==> src/rtl/rr_arb_mux.sv <==
// Round-robin arbiter feeding a one-deep registered output stage.
// Define RR_ARB_MUX_LOCK_EN to add in_lock, which holds priority on the granted channel.
module rr_arb_mux #(
    parameter int WIDTH = 32,
    parameter int NCH   = 4,
    parameter int SELW  = 2
) (
    input  logic                 clk,
    input  logic                 rst_n,
    input  logic [NCH-1:0]       in_valid,
    input  logic [NCH*WIDTH-1:0] in_data,
    output logic [NCH-1:0]       in_ready,
`ifdef RR_ARB_MUX_LOCK_EN
    input  logic                 in_lock,
`endif
    output logic                 out_valid,
    input  logic                 out_ready,
    output logic [WIDTH-1:0]     out_data,
    output logic [SELW-1:0]      out_sel
);

    logic             r_out_valid;
    logic [WIDTH-1:0] r_out_data;
    logic [SELW-1:0]  r_out_sel;
    logic [SELW-1:0]  r_ptr;

    logic             w_load;
    logic             w_any;
    logic [SELW-1:0]  w_gnt;
    logic [SELW-1:0]  w_gnt_inc;
    logic [SELW-1:0]  w_ptr_nxt;
    logic [WIDTH-1:0] w_data;
    int               w_idx;

    assign w_load = !r_out_valid | out_ready;

    // Search from r_ptr upward; NCH need not be a power of two, so wrap explicitly.
    always_comb begin
        w_any = 1'b0;
        w_gnt = '0;
        w_idx = 0;
        for (int k = 0; k < NCH; k++) begin
            if (!w_any) begin
                w_idx = int'(r_ptr) + k;
                if (w_idx >= NCH) begin
                    w_idx = w_idx - NCH;
                end
                if (in_valid[w_idx]) begin
                    w_any = 1'b1;
                    w_gnt = SELW'(w_idx);
                end
            end
        end
    end

    always_comb begin
        w_data = '0;
        for (int i = 0; i < NCH; i++) begin
            if (SELW'(i) == w_gnt) begin
                w_data = in_data[i*WIDTH +: WIDTH];
            end
        end
    end

    always_comb begin
        in_ready = '0;
        if (w_any) begin
            in_ready[w_gnt] = w_load;
        end
    end

    assign w_gnt_inc = (w_gnt == SELW'(NCH - 1)) ? '0 : w_gnt + SELW'(1);

`ifdef RR_ARB_MUX_LOCK_EN
    assign w_ptr_nxt = in_lock ? w_gnt : w_gnt_inc;
`else
    assign w_ptr_nxt = w_gnt_inc;
`endif

    always_ff @(posedge clk or negedge rst_n) begin
        if (!rst_n) begin
            r_out_valid <= 1'b0;
            r_out_data  <= '0;
            r_out_sel   <= '0;
            r_ptr       <= '0;
        end else if (w_load) begin
            if (w_any) begin
                r_out_valid <= 1'b1;
                r_out_data  <= w_data;
                r_out_sel   <= w_gnt;
                r_ptr       <= w_ptr_nxt;
            end else begin
                r_out_valid <= 1'b0;
            end
        end
    end

    assign out_valid = r_out_valid;
    assign out_data  = r_out_data;
    assign out_sel   = r_out_sel;

endmodule

==> config.mk <==
export PLATFORM = sky130hd
export DESIGN_NAME = rr_arb_mux
export DESIGN_NICKNAME = d
export VERILOG_FILES = /design/src/rtl/rr_arb_mux.sv
export SDC_FILE = /design/constraint.sdc
export NUM_CORES = 1
export LEC_CHECK = 0
export BUFFER_PORTS_ARGS = -buffer_cell sky130_fd_sc_hd__buf_2
export CAP_MARGIN = 40
export CORE_MARGIN = 3
export CORE_UTILIZATION = 43
export CTS_BUF_LIST = sky130_fd_sc_hd__clkbuf_4 sky130_fd_sc_hd__clkbuf_8
export DETAILED_ROUTE_END_ITERATION = 8
export HOLD_SLACK_MARGIN = 0.1
export PLACE_DENSITY = 0.83
export SLEW_MARGIN = 20
export SYNTH_ARGS = -nofsm -noshare
export SYNTH_HDL_FRONTEND = slang
export SYNTH_SLANG_ARGS = --single-unit
==> constraint.sdc <==
create_clock -name clk -period 2.85 [get_ports clk]
set_clock_uncertainty 0.2 [all_clocks]
set_input_delay 0.1425 -clock clk [delete_from_list [all_inputs] [get_ports clk]]
set_output_delay 0.1425 -clock clk [all_outputs]
set_load 0.01 [all_outputs]
==> flow_summary.yaml <==
finish:
  drive_gt1_share_pct: 37.5
  diodes: 0
  fillers: 396
  layout_common_cells: "buf_2, dlygate4sd3_1, a21oi_1, dfrtp_1, inv_1"
  area_growth_pct: 67.7
  layout_commonest_cell: "buf_2"
  nets: 664
timing:
  fin_tns_setup_ns: 0
  max_freq_mhz: 374
  post-route-min-period_ns: 2.67
  rsz0062_at_grt: "no"
  max_slew_margin_pct: 53.0
  slew_violations: 0
  min_period_over_period_pct: 93.7
  finalSetupViolations: 0
  worst_pin_slew_ns: 0.705
  hold_viol_final: 0
  fin_ws_ns: 0.178
floorplanning:
  row_count: 27
  num_io_pins: 174
  initial_core_util_pct: 44.9
  die-area_um2: 6730
  die_w_um: 82.1
  core_area_um2: 5540
  die_y_um: 82.1
worst_setup_path:
  ff2ff_setup_slack_ns: 0.30
  start_kind: "input pin"
  r2r-start: "r_ptr[0]"
  r2r-end: "out_data[7]"
  critPathRequiredTime_ns: 2.85
  rr_worst_depth: 10
  cp.arrival_ns: 2.67
  critical_path_class: "in -> reg"
  cpPeakStageDelay_ns: 0.52
  cp-end-kind: "register"
  worstSetupEndpoint: "out_data[7]"
  worstSetupStartpoint: "in_valid[2]"
  crit_chain: "dlygate4sd3_1, buf_2, nor2b_1, nor3b_1, o22ai_2, inv_1, ha_1, nor2b_4, buf_4, a221oi_1, a211o_1, a21oi_1"
  crit_slowest_cell: "dlygate4sd3_1"
  cp_max_fo: 18
place:
  place_ws_ns: 0.323
  gp_congestion: 0.757
  post-dp-hpwl_um: 6110
  portBuffers: 173
drt:
  detail-route-antenna-nets: 0
  dr.pass1.iters: 6
  post_drt_wl_per_cell_um: 17.1
  wl_met1_um: 3570
  wl_met3_um: 891
  via_per_inst: 5.68
  wirelength_um: 10200
  drt_iter0_markers: 220
  vias: 3395
  dr.max_layer_used: "met4"
  drc: 0
  dr_wl_met2_um: 5350
flow_run:
  maxCapViolCount: 0
synth:
  ys_types: 27
  synth_area_um2: 2490
  synthCells: 296
  synth_warnings: 0
  syn_nets: 435
  avgSynthCellArea_um2: 8.40
  ys_seq_area_share_pct: 37.2
  synth-seq-cells: 37
clock_tree:
  cts_tree: "yes"
  cts_root_buf: "clkbuf_8"
  clock_sinks: 37
  worstSkewPairLatency_ns: 0.28
  cts_setup_buffers: 0
  path_clk_slew_ns: 0.07
  cts_buffer_depth: 2
  cts-htree-levels: 2
  cts_made_buffers: 5
grt:
  grt_pass1_wl_um: 14900
  antenna_found_initial: 0
  first_global_vias: 3356
  grtUsageTotal_pct: 28.8
  grt_max_degree: 37
  overflow: 0
hold_path:
  hp-class: "in -> reg"
pwr:
  power.density_nw_per_um2: 794
  leakage_nw: 2.15
  max-vdd-ir-drop_v: 0.000460
outcome:
  status: "completed"
worst min-delay path by stage:
stage,slack (ns),endpoint,start,cells after the start
after CTS,0.12,out_data[30],in_data[94],5
after global routing,0.14,out_sel[0],in_valid[1],3
after detailed placement,-0.06,out_data[17],rst_n,1
after global placement,0.09,out_data[17],rst_n,1
after floorplan,-0.35,out_data[0],rst_n,0
final,0.13,out_sel[0],in_valid[1],3
synthesized netlist by cell type:
library cell | instances | area, um2
nand2_1 | 9 | 33.8
o22ai_1 | 1 | 6.26
and2b_1 | 1 | 7.51
inv_1 | 35 | 131
nor2b_1 | 3 | 18.8
mux2_1 | 1 | 11.3
nor3b_1 | 1 | 7.51
nor4_2 | 1 | 12.5
buf_6 | 4 | 45.0
ha_1 | 4 | 50.1
a21o_1 | 1 | 7.51
and2_1 | 4 | 25.0
a221oi_1 | 32 | 280
dfrtp_1 | 37 | 926
a211oi_1 | 1 | 7.51
nor2_1 | 34 | 128
buf_4 | 3 | 22.5
o21ai_0 | 3 | 15.0
clkbuf_1 | 8 | 30.0
a211o_1 | 31 | 272
nor3_1 | 1 | 5.00
nor2b_4 | 1 | 13.8
buf_8 | 3 | 45.0
o21bai_1 | 1 | 7.51
a21oi_1 | 65 | 325
buf_1 | 1 | 3.75
buf_2 | 10 | 50.1
area by class of cell:
| cell class | count | area, um2 | area share (%) |
|---|---|---|---|
| Tap cell | 72 | 90.1 | 2.16 |
| Inverter | 35 | 131 | 3.15 |
| Clock buffer | 8 | 91.3 | 2.19 |
| Multi-Input combinational cell | 195 | 1270 | 30.4 |
| Sequential cell | 37 | 926 | 22.2 |
| Timing Repair Buffer | 251 | 1670 | 40.0 |
registers in the layout, indices dropped and copies added (netlist names):
signal / cells
out_data: 32
out_sel: 2
out_valid: 1
r_ptr: 2
cell families after synthesis:
logic type	synth area share, %
AOI/OAI and AO/OA	37.0
and+or+nand+nor	10.1
adders and majority gates	2.01
muxes	0.453
buffers and inverters	13.2
DFF	37.2
report_power, final:
| group | switching (W) | total [W] | internal [W] | leakage (nW) |
|---|---|---|---|---|
| registers | 0.000148 | 0.000928 | 0.000781 | 0.426 |
| logic | 0.00108 | 0.00200 | 0.000924 | 1.68 |
| clock network | 0.000181 | 0.000383 | 0.000203 | 0.0498 |
layer usage:
metal	vias to the layer above	track usage, %
met3	44	7.24
met4	0	15.4
li1	1526	-
met1	1600	30.4
met5	-	0
met2	225	51.9
worst max-delay path: cells and delay by family:
kind	cells	cell delay, ns
buffers and inverters	4	1.03
AO/OA/AOI/OAI	4	0.83
adder cells (fa/ha/maj)	1	0.27
AND/OR/NAND/NOR	3	0.39
what timing repair did:
| action | CTS | global route |
|---|---|---|
| hold buffers | 68 | 0 |
| resized for setup | 0 | 2 |
| endpoints found under the hold margin | 70 | 0 |
| endpoints found under the setup margin | 0 | 13 |
metrics by stage:
stage               util, %  hold slack (ns)  cells  total power [W]  area (um2)
finish                 75.3            0.131    598          0.00331        4170
global route           75.3            0.135    598          0.00355        4170
CTS                    75.0            0.115    598          0.00325        4160
detailed placement     61.1          -0.0622    522          0.00279        3380
global placement       60.6           0.0899    521          0.00271        3360
floorplan                 -           -0.353    296          0.00220        2490
No activity file was read; power rests on OpenSTA's default activity.
